==> src/rtl/quicksort_ctrl.sv <==
// Purpose: sequences the partition engine over a stack of {lo,hi} ranges to sort an N-entry array.
// Latency: start -> busy next cycle, first part_init two cycles after start; done one cycle after the last pop or an abort.
// Backpressure: each request holds part_init until part_complete is seen low, then waits for part_complete high.
module quicksort_ctrl #(
    parameter int N  = 8,
    parameter int SD = N
) (
    input  logic        clk,
    input  logic        rst,
    input  logic        start,
    output logic        busy,
    output logic        done,
    output logic        err,
    output logic [31:0] part_i,
    output logic [31:0] part_j,
    output logic [31:0] part_loc,
    output logic        part_init,
    input  logic        part_complete,
    input  logic [31:0] part_pivot
);

    localparam int SPW   = $clog2(SD + 1);
    localparam int DEPTH = 1 << SPW;
    localparam logic [SPW-1:0] SP_ONE  = 1;
    localparam logic [SPW:0]   SD_W    = (SPW + 1)'(SD);
    localparam logic [31:0]    HI_INIT = 32'(N - 1);

    typedef enum logic [2:0] {
        S_IDLE,
        S_POP,
        S_ISSUE,
        S_WAIT,
        S_PUSH,
        S_DONE
    } state_t;

    state_t         state;
    state_t         state_nxt;
    logic [SPW-1:0] sp;
    logic [63:0]    stack [DEPTH];
    logic [31:0]    lo;
    logic [31:0]    hi;
    logic [31:0]    piv;

    logic        accept;
    logic        pop_en;
    logic        cap_en;
    logic        push_en;
    logic        set_err;

    // Top-of-stack entry; only meaningful when sp is non-zero.
    logic [63:0] top_ent;
    logic [31:0] top_lo;
    logic [31:0] top_hi;
    assign top_ent = stack[sp - SP_ONE];
    assign top_lo  = top_ent[63:32];
    assign top_hi  = top_ent[31:0];

    // Sub-range guards are done in 33 bits so p+1 and lo+1 cannot wrap.
    logic [32:0]    piv_inc;
    logic [32:0]    lo_inc;
    logic           need_r;
    logic           need_l;
    logic [SPW:0]   sp_sum;
    logic           overflow;
    logic [SPW-1:0] sp_left;
    logic           piv_bad;

    assign piv_inc  = {1'b0, piv} + 33'd1;
    assign lo_inc   = {1'b0, lo} + 33'd1;
    assign need_r   = piv_inc < {1'b0, hi};
    assign need_l   = {1'b0, piv} > lo_inc;
    assign sp_sum   = {1'b0, sp} + {{SPW{1'b0}}, need_r} + {{SPW{1'b0}}, need_l};
    assign overflow = sp_sum > SD_W;
    assign sp_left  = need_r ? (sp + SP_ONE) : sp;
    assign piv_bad  = (part_pivot < lo) || (part_pivot > hi);

    // Request outputs come straight from the registered current range.
    assign busy      = (state == S_POP) || (state == S_ISSUE) || (state == S_WAIT) || (state == S_PUSH);
    assign done      = (state == S_DONE);
    assign part_init = (state == S_ISSUE);
    assign part_i    = lo;
    assign part_j    = hi;
    assign part_loc  = lo;

    // State register.
    always_ff @(posedge clk) begin
        if (rst) begin
            state <= S_IDLE;
        end else begin
            state <= state_nxt;
        end
    end

    // Next-state logic and per-cycle datapath enables.
    always_comb begin
        state_nxt = state;
        accept    = 1'b0;
        pop_en    = 1'b0;
        cap_en    = 1'b0;
        push_en   = 1'b0;
        set_err   = 1'b0;
        case (state)
            S_IDLE: begin
                if (start) begin
                    accept    = 1'b1;
                    state_nxt = S_POP;
                end
            end
            S_POP: begin
                if (sp == '0) begin
                    state_nxt = S_DONE;
                end else begin
                    pop_en    = 1'b1;
                    state_nxt = (top_lo < top_hi) ? S_ISSUE : S_POP;
                end
            end
            S_ISSUE: begin
                // A completion still high here belongs to the previous range.
                if (!part_complete) begin
                    state_nxt = S_WAIT;
                end
            end
            S_WAIT: begin
                if (part_complete) begin
                    if (piv_bad) begin
                        set_err   = 1'b1;
                        state_nxt = S_DONE;
                    end else begin
                        cap_en    = 1'b1;
                        state_nxt = S_PUSH;
                    end
                end
            end
            S_PUSH: begin
                if (overflow) begin
                    set_err   = 1'b1;
                    state_nxt = S_DONE;
                end else begin
                    push_en   = 1'b1;
                    state_nxt = S_POP;
                end
            end
            S_DONE: begin
                state_nxt = S_IDLE;
            end
            default: begin
                state_nxt = S_IDLE;
            end
        endcase
    end

    // Stack pointer, current range, captured pivot and sticky error.
    always_ff @(posedge clk) begin
        if (rst) begin
            sp  <= '0;
            lo  <= '0;
            hi  <= '0;
            piv <= '0;
            err <= 1'b0;
        end else begin
            if (accept) begin
                sp  <= SP_ONE;
                err <= 1'b0;
            end
            if (pop_en) begin
                lo <= top_lo;
                hi <= top_hi;
                sp <= sp - SP_ONE;
            end
            if (cap_en) begin
                piv <= part_pivot;
            end
            if (push_en) begin
                sp <= sp_sum[SPW-1:0];
            end
            if (set_err) begin
                err <= 1'b1;
            end
        end
    end

    // Range storage; right range goes below left so the left range pops first.
    always_ff @(posedge clk) begin
        if (!rst) begin
            if (accept) begin
                stack[0] <= {32'd0, HI_INIT};
            end
            if (push_en) begin
                if (need_r) begin
                    stack[sp] <= {piv + 32'd1, hi};
                end
                if (need_l) begin
                    stack[sp_left] <= {lo, piv - 32'd1};
                end
            end
        end
    end

endmodule
==> config.mk <==
export PLATFORM = sky130hd
export DESIGN_NAME = quicksort_ctrl
export DESIGN_NICKNAME = d
export VERILOG_FILES = /design/src/rtl/quicksort_ctrl.sv
export SDC_FILE = /design/constraint.sdc
export NUM_CORES = 2
export LEC_CHECK = 0
export BUFFER_PORTS_ARGS = -buffer_cell sky130_fd_sc_hd__buf_4
export CORE_AREA = 3 3 303 305
export DETAILED_ROUTE_END_ITERATION = 7
export DIE_AREA = 0 0 306 308
export PLACE_DENSITY = 0.89
export SLEW_MARGIN = 20
export SYNTH_ARGS = -nofsm -noshare
export SYNTH_HDL_FRONTEND = slang
export SYNTH_SLANG_ARGS = --single-unit
==> constraint.sdc <==
create_clock -name clk -period 29.4 [get_ports clk]
set_input_delay 2.94 -clock clk [delete_from_list [all_inputs] [get_ports clk]]
set_output_delay 2.94 -clock clk [all_outputs]
set_load 0.01 [all_outputs]
Word level (Yosys, flattened, before mapping)
Memory sizes are Yosys's and may differ from the RTL's.
Cells that the tools add are included.
Word-level totals
  register bits: 104
  bits in writable memories: 1024
  memories: 1
  bits of input ports: 36
  output and inout port bits: 100
  word-level logic and storage cells: 80
Cells by class
  order comparisons: 6
  reductions and logical operators: 10
  add/subtract/negate cells: 8
  multiplexer cells: 41
  eq/ne operators: 8
Memories
  stack: depth 16, width 64, rd ports 1, clocked after Yosys merged registers in 0, write ports 2, RTL line 40  | logic [63:0] stack [DEPTH];
Operators with widths (number)
  $add 32x1->33 const B: 2
  $lt 32x32->1: 2
  $mux 64: 1
  $reduce_or 64->1: 1
  $gt 32x33->1: 1
  $lt 33x32->1: 1
  $add 32x1->32 const B: 1
  $gt 32x32->1: 1
  $sub 32x1->32 const B: 1
  $mux 1: 27
  $mux 4: 5
  $mux 3: 5
  $pmux 3 s5: 1
  $eq 3x2->1 const B: 2
  $eq 3x3->1 const B: 2
  $ne 2x2->1 const B: 3
  $add 4x1->5: 1
  $add 5x1->5: 1
  $gt 5x4->1 const B: 1
  $add 4x1->4 const B: 1
  $logic_not 4->1: 1
  $logic_or 1x1->1: 4
  $sub 4x1->4 const B: 1
  $eq 3x1->1 const B: 1
  other kinds (6): 6

Longest topological paths before layout
  word-level depth: 12
  depth in mapped cells: 29
  mapped depth without buffers: 26

Worst setup path before layout
No wires, ideal clock.
  kind: register -> register
  start point: register lo[1] (netlist: part_i[1])
  end point: memory stack[3][0], enable pin
  arrival: 10.239 ns
  setup time: 0.574 ns
  data required time: 28.826 ns
  cell stages (with the launch flop): 26
  path buffers: 1
  period minus slack after synthesis: 10.813 ns
  slack: 18.587 ns
  path through: dfxtp_1 > ha_1 > nand3_1 > nor4_1 > and2_1 > clkbuf_1 > nand3_1 > nor3_1 > xnor2_1 > ha_1 > a21oi_1 > nor2_1 > or4_1 > a221oi_1 > nand2_1 > o211ai_1 > fa_1 > inv_1 > ha_1 > or3b_1 > a21oi_1 > a311o_1 > nand3_1 > or3_1 > or3_1 > o21ai_0
RTL lines
  start, declared: RTL line 41  | logic [31:0] lo;
  start signal, assigned: RTL line 167  | lo <= top_lo;
  end, declared: RTL line 40

==> flow_summary_export.csv <==
group,metric,value,unit
run_status,status,"finished clean",
synth,yosys.area.top_type,"edfxtp_1",
drt,dr.pass1.iters,6,
synth,async_flop_share,0,
cts,cts_buffers,113,
synth,ys_seq_area_frac,0.5348,
layout,seq_area,0.03284,sq mm
global_route,gr-total-overflow,0,
drt,antenna_left,0,
global_route,grt_antenna_before_repair,4,
cts,clock_sinks,1128,
timing,period_minus_slack,10.31,ns
synth,synth_cell_type_count,81,
worst_setup_path,crit_type,"flip-flop to flip-flop",
placement,dp_hpwl,105600,um
worst_setup_path,cp_slowest_cell,"nor4_1",
worst_setup_path,worstPathRequired,29.73,ns
cts,ctsRootBufferMaster,"clkbuf_16",
synth,syn_nets,4355,
synth,ys.flop_type,"edfxtp_1",
timing,rsz0062_at_grt,"false",
cts,clkTransAtPathRegs,0.06,ns
layout,multi_input_comb_area,0.02635,sq mm
global_route,grt_max_degree,135,
drt,via_per_inst,7.282,
timing,setup_tns,0,ns
timing,setup_viol,0,
floorplan,ios,136,
placement,portBuffers,135,
cts,post_cts_buffers,0,
worst_setup_path,cp_slowest_stage_delay,1.02,ns
synth,yosys.cell_count.top_type,"edfxtp_1",
layout,syn2layout_area_growth,8.552,%
placement,gp_congestion,0.9965,
floorplan,row_count,110,
power,powerDensity,87.24,mW/mm^2
synth,syn_avg_cell_area,14.78,sq um
layout,drive_gt1_frac,0.2984,
synth,ys_ff_latch,1128,
worst_setup_path,cp.arrival,10.64,ns
synth,syn_inst,4155,
synth,ys_top_cells_by_count,"edfxtp_1, mux2i_1, mux2_2",
timing,fin_crit_sh,0.3508,
job,drv_cap,0,
cts,cts_hold_buf,0,
synth,synth_area,0.06139,sq mm
hold_path,hold_path_class,"flip-flop to flip-flop",
worst_setup_path,end_kind,"flip-flop",
floorplan,start_util,0.6852,
cts,insertion_delay,0.73,ns
cts,cts_max_level,3,
drt,wl_per_cell,33.97,um
global_route,grt_pass1_vias,39310,
timing,max_freq,96.96,MHz
synth,synth.area.top_cells,"edfxtp_1, mux4_2, mux2i_1",
power,irDropWorstVdd,0.1171,mV
power,p_total,5.814,mW
synth,yosysWarningCount,0,
floorplan,die_x,306,um
drt,drc,0,
floorplan,coreArea,0.08960,sq mm
cts,cts_buffer_depth,3,
cts,cts_tree,"yes",
timing,slew_headroom,0.1915,
layout,layout.nets,4256,
floorplan,dieArea,0.09425,sq mm
timing,fin_skew,0.03800,ns
timing,hold_violations,0,
global_route,track_usage,0.3858,
drt,via_count,38840,
drt,wirelength,181200,um
synth,synth.top_cell.area_share,0.5009,
worst_setup_path,start_kind,"flip-flop",
synth,synth-edff-count,1024,
timing,slew_violations,0,
timing,tightest_slew,1.213,ns
global_route,grt_pass1_wl,264200,um
drt,drt_iter0_drc,5762,
floorplan,die_h,308,um
power,p_leak,28.10,nW
worst_setup_path,cp_max_fo,34,
layout,finalCoreUtilization,0.7438,
cts,post_cts_resized,0,
layout,fillCellCount,5311,
cells in the final DEF (no fill, tap or decap), drive strengths merged, types with 50 or more instances in the layout:
| master | synthesis | final |
|---|---|---|
| clkinv | 0 | 50 |
| a21oi | 113 | 113 |
| mux4 | 320 | 320 |
| clkbuf | 219 | 149 |
| mux2i | 545 | 545 |
| inv | 119 | 122 |
| mux2 | 512 | 512 |
| edfxtp | 1024 | 1024 |
| nor2 | 101 | 101 |
| dfxtp | 104 | 104 |
| xnor2 | 73 | 73 |
| buf | 222 | 227 |
| nand2 | 241 | 241 |
| ha | 163 | 163 |
path summary, 6_finish.rpt:
kind,from,endpoint,slack [ns],depth (start not counted)
max,part_i[1],stack[1][51],19.09,28
min reg2reg,err,err,0.54,2
min,err,err,0.54,2
max reg2reg,part_i[1],stack[1][51],19.09,28
flip-flops by register name, summed over array words and instances (netlist names):
name and cells:
piv 32, stack 1024, state 3, part_j 32
sp 4, part_i 32, err 1
layer usage:
layer | up-vias | routed length (um) | GRT usage
met1 | 19340 | 63280 | 0.5106
met4 | 2 | 12180 | 0.2189
met5 | - | 13 | 0
li1 | 15770 | - | -
met2 | 3060 | 83870 | 0.6032
met3 | 671 | 21830 | 0.08075
worst max-delay path, delay by kind of cell, from the launching register on:
kind	cells	cell delay, ns
compound gates	7	1.45
xor+xnor	1	0.15
fa+ha+maj	4	1.11
buf+inv	3	1.32
flops	1	0.85
simple gates	13	4.94
where the power goes:
group / internal, mW / switching (mW)
sequential: 1.80 / 0.171
combinational: 0.936 / 1.43
clock: 0.842 / 0.634
area by class of cell:
| cell class | instances | share of cell area |
|---|---|---|
| clock buffers | 149 | 0.04617 |
| flip-flops and latches | 1128 | 0.4927 |
| clock inverters | 65 | 0.009970 |
| repair buffers | 227 | 0.02674 |
| multi-input cells | 2467 | 0.3954 |
| diodes | 3 | 0.0001127 |
| inverters | 119 | 0.006778 |
| well taps | 1176 | 0.02208 |
per-stage QoR:
stage               setup WS [ns]  hold slack (ns)  instance area (sq um)  std cells
floorplan                   18.59           0.5047                  61390       4155
global placement            19.69           0.5159                  62780       5115
detailed placement          19.42           0.5262                  62820       5116
CTS                         19.35           0.5353                  66560       5330
global route                18.70           0.5712                  66630       5331
finish                      19.09           0.5422                  66640       5334
kinds of logic (layout without fill, tap and decap cells):
| kind of cell | Yosys count | after routing | share of synthesized area |
|---|---|---|---|
| adder cells (fa/ha/maj) | 164 | 164 | 0.03355 |
| multiplexers | 1377 | 1377 | 0.3033 |
| flip-flops | 1128 | 1128 | 0.5348 |
| buffers and inverters | 560 | 560 | 0.04239 |
| AO/OA/AOI/OAI | 261 | 261 | 0.02717 |
| AND/OR/NAND/NOR | 573 | 573 | 0.04567 |
| XOR/XNOR | 92 | 92 | 0.01313 |
| other | 0 | 3 | 0 |
(Power assumes the default switching activity.)
